--- config.mk ---
export PLATFORM = sky130hd
export DESIGN_NAME = if_stage
export DESIGN_NICKNAME = d
export VERILOG_FILES = /design/src/rtl/if_stage_pkg.sv /design/src/rtl/if_bht.sv /design/src/rtl/if_stage.sv
export SDC_FILE = /design/constraint.sdc
export NUM_CORES = 1
export LEC_CHECK = 0
export CAP_MARGIN = 25
export CORE_MARGIN = 2
export CORE_UTILIZATION = 53
export DETAILED_ROUTE_END_ITERATION = 16
export PLACE_DENSITY_LB_ADDON = 0.15
export SLEW_MARGIN = 40
export SYNTH_ARGS = -nofsm -noshare
export SYNTH_HDL_FRONTEND = slang
export SYNTH_SLANG_ARGS = --single-unit
--- constraint.sdc ---
create_clock -name clk -period 7.1 [get_ports clk]
set_clock_uncertainty 0.2 [all_clocks]
set_input_delay 0.71 -clock clk [delete_from_list [all_inputs] [get_ports clk]]
set_output_delay 0.71 -clock clk [all_outputs]
set_load 0.05 [all_outputs]
--- src/rtl/if_stage_pkg.sv ---
// Shared definitions for the instruction fetch stage: FSM encoding, BHT geometry,
// predecode opcodes, reset pc and RISC-V immediate extraction helpers.
package if_stage_pkg;

    typedef enum logic [1:0] {
        ST_IDLE = 2'd0,
        ST_WAIT = 2'd1,
        ST_HOLD = 2'd2,
        ST_DROP = 2'd3
    } fetch_state_t;

    localparam int          BHT_ENTRIES = 64;
    localparam int          BHT_IDX_W   = 6;
    localparam logic [1:0]  BHT_INIT    = 2'b01;

    localparam logic [6:0]  OPC_JAL     = 7'b1101111;
    localparam logic [6:0]  OPC_BRANCH  = 7'b1100011;

    localparam logic [31:0] RESET_PC    = 32'h0000_0000;

    function automatic logic [31:0] j_imm(input logic [31:0] inst);
        return {{12{inst[31]}}, inst[19:12], inst[20], inst[30:21], 1'b0};
    endfunction

    function automatic logic [31:0] b_imm(input logic [31:0] inst);
        return {{20{inst[31]}}, inst[7], inst[30:25], inst[11:8], 1'b0};
    endfunction

endpackage

--- src/rtl/if_bht.sv ---
// Branch history table: 2-bit saturating counters with an asynchronous read port
// and a synchronous update port, so a same-cycle read sees the pre-update value.
module if_bht
    import if_stage_pkg::*;
(
    input  logic                 clk,
    input  logic                 rst,
    input  logic [BHT_IDX_W-1:0] rd_idx,
    output logic [1:0]           rd_ctr,
    input  logic                 upd_valid,
    input  logic [BHT_IDX_W-1:0] upd_idx,
    input  logic                 upd_taken
);

    logic [1:0] ctr [BHT_ENTRIES];

    assign rd_ctr = ctr[rd_idx];

    always_ff @(posedge clk or negedge rst) begin
        if (!rst) begin
            for (int i = 0; i < BHT_ENTRIES; i++) begin
                ctr[i] <= BHT_INIT;
            end
        end else if (upd_valid) begin
            if (upd_taken && ctr[upd_idx] != 2'b11) begin
                ctr[upd_idx] <= ctr[upd_idx] + 2'd1;
            end else if (!upd_taken && ctr[upd_idx] != 2'b00) begin
                ctr[upd_idx] <= ctr[upd_idx] - 2'd1;
            end
        end
    end

endmodule

--- src/rtl/if_stage.sv ---
// Instruction fetch stage: single-outstanding memory fetch, predecode with static
// JAL / BHT-predicted branch redirect, one-entry hold buffer and flush handling.
module if_stage
    import if_stage_pkg::*;
(
    input  logic        clk,
    input  logic        rst,
    output logic        mem_req,
    output logic [31:0] mem_addr,
    input  logic        mem_ready,
    input  logic        mem_valid,
    input  logic [31:0] mem_rdata,
    input  logic        stall,
    input  logic        flush,
    input  logic [31:0] flush_target,
    input  logic        upd_valid,
    input  logic [31:0] upd_pc,
    input  logic        upd_taken,
    output logic        if_valid,
    output logic [31:0] if_pc,
    output logic [31:0] if_instruction,
    output logic        if_prediction,
    output logic [1:0]  dbg_state
);

    // Handshakes: a request transfers on a cycle with mem_req && mem_ready; the
    // response is the single cycle with mem_valid in WAIT. A word on if_* is
    // consumed by ID on a cycle with if_valid && !stall.

    fetch_state_t state, state_d;
    logic [31:0]  pc, pc_d;
    logic         pc_load;
    logic         load_fetch, load_hold, capture_hold;

    logic [31:0]  hold_pc, hold_instr;
    logic         hold_pred;

    logic [1:0]   bht_ctr;
    logic [31:0]  fetch_next_pc;
    logic         fetch_pred;

    logic         unused_upd_bits;
    assign unused_upd_bits = ^{upd_pc[31:8], upd_pc[1:0]};

    if_bht u_bht (
        .clk       (clk),
        .rst       (rst),
        .rd_idx    (pc[7:2]),
        .rd_ctr    (bht_ctr),
        .upd_valid (upd_valid),
        .upd_idx   (upd_pc[7:2]),
        .upd_taken (upd_taken)
    );

    // Predecode of the returning word; JALR is deliberately not predicted.
    always_comb begin
        fetch_pred    = 1'b0;
        fetch_next_pc = pc + 32'd4;
        if (mem_rdata[6:0] == OPC_JAL) begin
            fetch_pred    = 1'b1;
            fetch_next_pc = pc + j_imm(mem_rdata);
        end else if (mem_rdata[6:0] == OPC_BRANCH && bht_ctr[1]) begin
            fetch_pred    = 1'b1;
            fetch_next_pc = pc + b_imm(mem_rdata);
        end
    end

    always_ff @(posedge clk or negedge rst) begin
        if (!rst) begin
            state <= ST_IDLE;
            pc    <= RESET_PC;
        end else begin
            state <= state_d;
            if (pc_load) begin
                pc <= pc_d;
            end
        end
    end

    // mem_req depends on state only, keeping mem_valid off the request path.
    always_comb begin
        state_d      = state;
        pc_d         = fetch_next_pc;
        pc_load      = 1'b0;
        load_fetch   = 1'b0;
        load_hold    = 1'b0;
        capture_hold = 1'b0;
        mem_req      = (state == ST_IDLE);
        if (flush) begin
            pc_d    = flush_target;
            pc_load = 1'b1;
            case (state)
                ST_IDLE: state_d = mem_ready ? ST_DROP : ST_IDLE;
                ST_WAIT: state_d = ST_DROP;
                ST_HOLD: state_d = ST_IDLE;
                default: state_d = ST_DROP;
            endcase
        end else begin
            case (state)
                ST_IDLE: begin
                    if (mem_ready) begin
                        state_d = ST_WAIT;
                    end
                end
                ST_WAIT: begin
                    if (mem_valid) begin
                        pc_load = 1'b1;
                        if (!if_valid || !stall) begin
                            load_fetch = 1'b1;
                            state_d    = ST_IDLE;
                        end else begin
                            capture_hold = 1'b1;
                            state_d      = ST_HOLD;
                        end
                    end
                end
                ST_HOLD: begin
                    if (!stall) begin
                        load_hold = 1'b1;
                        state_d   = ST_IDLE;
                    end
                end
                default: begin
                    if (mem_valid) begin
                        state_d = ST_IDLE;
                    end
                end
            endcase
        end
    end

    always_ff @(posedge clk or negedge rst) begin
        if (!rst) begin
            if_valid       <= 1'b0;
            if_pc          <= 32'h0;
            if_instruction <= 32'h0;
            if_prediction  <= 1'b0;
        end else if (flush) begin
            if_valid <= 1'b0;
        end else if (load_fetch) begin
            if_valid       <= 1'b1;
            if_pc          <= pc;
            if_instruction <= mem_rdata;
            if_prediction  <= fetch_pred;
        end else if (load_hold) begin
            if_valid       <= 1'b1;
            if_pc          <= hold_pc;
            if_instruction <= hold_instr;
            if_prediction  <= hold_pred;
        end else if (if_valid && !stall) begin
            if_valid <= 1'b0;
        end
    end

    always_ff @(posedge clk or negedge rst) begin
        if (!rst) begin
            hold_pc    <= 32'h0;
            hold_instr <= 32'h0;
            hold_pred  <= 1'b0;
        end else if (flush) begin
            hold_pc    <= 32'h0;
            hold_instr <= 32'h0;
            hold_pred  <= 1'b0;
        end else if (capture_hold) begin
            hold_pc    <= pc;
            hold_instr <= mem_rdata;
            hold_pred  <= fetch_pred;
        end
    end

    assign mem_addr  = pc;
    assign dbg_state = state;

endmodule

* Word-level counts from Yosys, hierarchy flattened
Index checks and enable logic that the tools add are counted.
Storage, ports and cells: bits in registers 293, bits of input ports 104, output and inout bits 101, word-level logic and storage cells 167
Operators by class: add/sub/neg operators 5, order comparisons 3, equal/unequal tests 8, mux-type cells 56, bitwise gates (word level) 3, reduce and logical (&&, ||, !) cells 19
Operators with widths (number):
- $mux W32 | 11
- $bwmux W128 | 2
- $mux W128 | 2
- $add A32 B32 Y32 | 2
- $add A32 B3 Y32 const B | 1
- $bmux W2 S6 | 2
- $mux W1 | 24
- $mux W2 | 12
- $eq A7 B7 Y1 const B | 2
- $ge A7 B7 Y1 const B | 2
- $not A6 Y7 | 2
- $demux W2 S6 | 1
- $reduce_bool A2 Y1 | 4
- $reduce_bool A4 Y1 | 2
- $lt A7 B1 Y1 const B | 1
- $ne A3 B3 Y1 const B | 2
- $pmux W2 S3 | 1
- $logic_and A1 B1 Y1 | 5
- $pmux W2 S2 | 1
- $reduce_and A2 Y1 | 2
- $reduce_and A4 Y1 | 1
- $logic_not A1 Y1 | 3
- $ne A3 B1 Y1 const B | 1
- $add A2 B1 Y2 const B | 1
- other kinds (7) | 7

* Logic depth before layout (Yosys ltp)
depth after elaboration 9, gate-level depth with buffers 20, mapped depth without buffers 16

* By module
A second synthesis with hierarchy kept.
Unflattened totals: cell total of the unflattened synthesis 1792, area total of the unflattened synthesis 18129.9 um^2
Modules (own cells, without submodules):
- if_stage | times used 1, cells an instance 1215, area an instance 10555.1 um^2, seq. area each 4129.0 um^2
- if_bht | times used 1, cells an instance 577, area an instance 7574.8 um^2, seq. area each 3283.1 um^2

* Least setup slack after synthesis
No wires, ideal clock.
path type in2reg, from input port upd_pc[2], to register u_bht.ctr[11] (netlist bit), library setup time 0.125 ns, arrival time 4.099 ns, data required time 6.775 ns, setup slack 2.676 ns, stages 19, buffers on the path 4, path through buf_2 -> nor2b_1 -> and2_1 -> clkbuf_1 -> a22o_1 -> a2111oi_0 -> a311o_1 -> a21oi_1 -> a221oi_2 -> buf_2 -> buf_2 -> inv_1 -> ha_1 -> nor2b_1 -> o21ai_0 -> nor2_1 -> nand3_1 -> nor2_1 -> mux2_2
Between the ends: word-level cells in the longest chain between the ends 8, elaborated cells on any way between the ends 21, those cells by class 2 x add/sub; 2 x order compare; 1 x eq/ne; 9 x mux; 1 x bitwise; 6 x reduce/logical
RTL lines:
- start, declared | RTL line if_stage.sv:17 | input logic [31:0] upd_pc,
- $not A6 Y7 (implied by the code) *
- $bmux W2 S6 (tied with other cells)
- $mux W2 (implied by the code) or $logic_and A1 B1 Y1 (tied branches)
- $mux W2, on equally long branches
- $sub A2 B1 Y2 (tied with other cells) | RTL line if_bht.sv:28 | ctr[upd_idx] <= ctr[upd_idx] - 2'd1;
- $bwmux W128 (tied with other cells) | RTL line if_bht.sv:28
- $mux W128 or $reduce_bool A2 Y1 (tied branches)
- $mux W128 or $reduce_and A2 Y1 (tied branches)
- end signal, assigned by index | RTL line if_bht.sv:26 | ctr[upd_idx] <= ctr[upd_idx] + 2'd1;
- end signal, assigned by index | RTL line if_bht.sv:28
- end, declared | RTL line if_bht.sv:15 | logic [1:0] ctr [BHT_ENTRIES];
Mark *: on every way between the ends. The rest lies on a longest branch, timed or not. The select of a mux whose other input is x is not followed. A chain may end at the register's enable or synchronous reset.

* Worst setup path in the final report
from input port upd_pc[2], to register u_bht.ctr[37] (netlist bit)
The elaborated chain is that of the path after synthesis.

==> out/results.md <==
| Parameter | This run |
|:---|:---|
| Outcome | complete, no violations |
| Vias in the first global route | 14,200 |
| Crit share post-route | 75.5% |
| Minimum clock period after layout | 5.36 ns |
| Final hold violations | 0 |
| Worst reg2reg setup slack | 2.79 ns |
| Worst R2R Start | mem_addr[2] |
| Crit path top cell by count | nor2_1 |
| Port bufs | 178 |
| Maximum number of pins on one net before global-route repair | 162 |
| Cell area reported after detailed placement | 19,100 µm² |
| Unrepaired setup endpoints after global routing | no |
| DRC violation count after routing | 0 |
| DRT Wirelength | 51,500 µm |
| Congestion Overflow GR | 0 |
| Number of nets at the end of the flow | 1,992 |
| End point of the worst hold path | if_pc[19] |
| Clk Tree Root Cell | clkbuf_16 |
| Router iterations before antenna repair | 6 |
| PostCTS Resize Cnt | 0 |
| Path category of the worst min-delay check | flip-flop to flip-flop |
| Number of cells traversed by the worst register-to-register path | 12 |
| Measured slew at the worst slew-check pin | 0.891 ns |
| Clk slew on worst S/H paths | 0.06 ns |
| Number of standard cells in the final layout excluding fillers | 2,263 |
| Ratio of total power to cell area | 322 nW/µm² |
| Worst vdd ir | 0.188 mV |
| Antenna diode count | 0 |
| Area share of the largest cell type after synthesis | 33.8% |
| Clock H-tree levels | 2 |
| Headroom to the max-slew limit | 40.4% |
| Kind of start point of the critical path | input port |
| Reg2reg end | mem_addr[29] |
| Dominant cell by count in the synthesized netlist | dfrtp_1 |
| Synthesized area | 16,900 µm² |
| First-pass GRT wire length | 80,900 µm |
| Number of sinks handled by clock tree synthesis | 293 |
| DR vias/cell | 6.49 |
| Leakage dissipation | 8.63 nW |
| Max Transition Viols Final | 0 |
| Async set-or-reset flop fraction in the synthesized netlist | 100% |
| Routability cong. | 0.932 |
| Sum of negative setup slack | 0 ns |
| Overall die area | 33,400 µm² |
| Max FO, Critical Path | 65 |
| Dominant cells by area after synthesis | dfrtp_1 (34%), dfstp_2 (9.9%), mux2_2 (8.6%), a22o_1 (3.6%), nor2_1 (3.5%) |
| Number of enable flip-flop cells after synthesis | 0 |
| Number of vias in the routed layout | 14,700 |
| Crit-path max cell delay | 0.74 ns |
| P&R area growth vs syn | 19.0% |
| Ports | 205 |
| Setup violators final | 0 |
| Final Core Density | 63.9% |
| Distinct cell type count after synthesis | 75 |
| Number of synthesis warnings | 0 |
| Core area | 31,600 µm² |
| Antenna violations before repair | 0 |
| Required time of the critical path | 7.29 ns |
| Routed length per placed instance | 22.8 µm |
| Fmax achieved | 187 MHz |
| Maximum clock path buffer count | 3 |
| Kind of cell adding the most delay to the critical path | simple AND/OR/NAND/NOR gates |
| Critical-path cell with the highest stage delay | and2_1 |
| Cell taking the most area after synthesis | dfrtp_1 |
| TritonCTS clock tree | yes |
| Global router's overall resource usage | 30.7% |
| Ordered cell list for the critical path | clkdlybuf4s50_1 -> nor2b_1 -> and2_1 -> a22o_1 -> a2111oi_0 -> a311o_1 -> a21oi_1 -> a221oi_4 -> buf_4 -> ha_1 -> nor2_1 -> o21ai_0 -> nor2_1 -> nand3b_1 -> nor2_1 -> mux2_2 |
| Max Cap Violations | 0 |
| Number of instances on the worst hold path | 2 |
| Post-DP HPWL | 35,300 µm |
| Hold path startpoint | if_pc[19] |
| Final antenna-violating net count | 0 |
| Register bit count reported by yosys | 293 |
| Stages on worst setup path | 16 |
| # hold bufs at CTS | 1 |
| Number of buffers added by the clock tree synthesis step | 34 |
| Buf/Inv on CP | 2 |
| Nature of the critical path endpoint | flip-flop |
| Fraction of layout instances using a drive strength above 1 | 17.0% |
| Most common library cells after synthesis | dfrtp_1 (229), nor2_1 (159), mux2_2 (129) |
| Horiz. Die Dim | 183 µm |
| Sequential fraction of the synthesis area | 43.8% |
| Prevailing post-synth register cell | dfrtp_1 |
| Number of rows in the core area | 65 |
| Fin area | 20,200 µm² |
| Initial core utilization | 53.7% |
| Worst Path Class, Setup | input port to flip-flop |
| Count of routing violations after the opening detailed-route iteration | 1,487 |
| Data arrival, critical path | 5.55 ns |
| Post-CTS Repair Setup Buffers | 0 |
| Cell count after placement | 2,204 |
| Number of instances in the synthesized netlist | 1,716 |
| Clock Latency Late Sink | 0.52 ns |
| Synthesized area per cell | 9.87 µm² |
| Height of the chip | 183 µm |
| Net Count, Synth | 1,868 |
==> metal layers <==
| layer | share of wire [%] | track usage, % | up-vias |
|---|---|---|---|
| li1 | - | - | 6649 |
| met1 | 43 | 43.1 | 7241 |
| met2 | 47 | 50.1 | 690 |
| met3 | 8.0 | 4.45 | 96 |
| met4 | 2.3 | 8.51 | 0 |
| met5 | 0 | 0 | - |
==> metrics by stage <==
step	worst slack (ns)	hold slack, ns	total power [mW]
after floorplan	2.68	0.214	3.93
after global placement	1.38	0.261	4.74
after detailed placement	1.33	0.269	4.79
after CTS	1.84	0.282	6.48
after global routing	1.33	0.292	6.78
final	1.74	0.272	6.49
==> worst max path at each step <==
stage | start | to | slack (ns)
after floorplan | upd_pc[2] | u_bht.ctr[11] | 2.68
after global routing | upd_pc[2] | u_bht.ctr[33] | 1.33
after global placement | upd_pc[4] | u_bht.ctr[13] | 1.38
after CTS | upd_pc[4] | u_bht.ctr[33] | 1.84
final | upd_pc[2] | u_bht.ctr[37] | 1.74
after detailed placement | upd_pc[4] | u_bht.ctr[1] | 1.33
==> area by class of cell <==
type,instances,area (µm²)
Inverter,55,206
Sequential cell,293,7410
Clock buffer,48,975
Tap cell,402,503
Fill cell,2584,11400
Clock inverter,9,80.1
Multi-Input combinational cell,1244,8850
Timing Repair Buffer,212,2120
==> report_power, final <==
group	leakage, nW	switching [mW]	internal [mW]	total, mW
Combinational	4.40	1.59	0.906	2.50
Sequential	3.71	0.289	2.01	2.29
Clock	0.520	0.697	0.992	1.69
Total	8.63	2.58	3.90	6.49
==> logic make-up (layout without fill, tap and decap cells) <==
group | count (synthesis) | count (layout) | synth area share (%)
buffers and inverters | 179 | 324 | 4.28
XOR/XNOR | 58 | 58 | 3.00
flip-flops | 293 | 293 | 43.8
AO/OA/AOI/OAI | 541 | 541 | 21.8
multiplexers | 151 | 151 | 11.2
adder cells (fa/ha/maj) | 48 | 48 | 3.63
AND/OR/NAND/NOR | 446 | 446 | 12.3
==> worst min-delay path: cells and delay by family (launching register included) <==
kind | cells | cell delay [ns]
flip-flops | 1 | 0.33
AND/OR/NAND/NOR | 1 | 0.05
AO/OA/AOI/OAI | 1 | 0.06
==> placed cells by master, fill, tap and decap left out, drive strengths merged, types with 13 or more instances in the layout <==
| cell | instances |
|---|---|
| dfrtp | 229 |
| nand3 | 30 |
| clkdlybuf4s50 | 176 |
| ha | 46 |
| dfstp | 64 |
| xor2 | 24 |
| nand2 | 117 |
| and3 | 31 |
| a22oi | 52 |
| o31ai | 14 |
| or3 | 18 |
| xnor2 | 34 |
| nor2 | 159 |
| a31oi | 16 |
| clkbuf | 48 |
| nor3 | 21 |
| a21o | 20 |
| a21oi | 111 |
| nand4 | 25 |
| mux2 | 129 |
| buf | 35 |
| inv | 57 |
| o22ai | 13 |
| o211ai | 13 |
| a22o | 70 |
| mux4 | 17 |
| a222oi | 27 |
| a221oi | 18 |
| o21ai | 121 |
No activity file was read; power rests on OpenSTA's default activity.
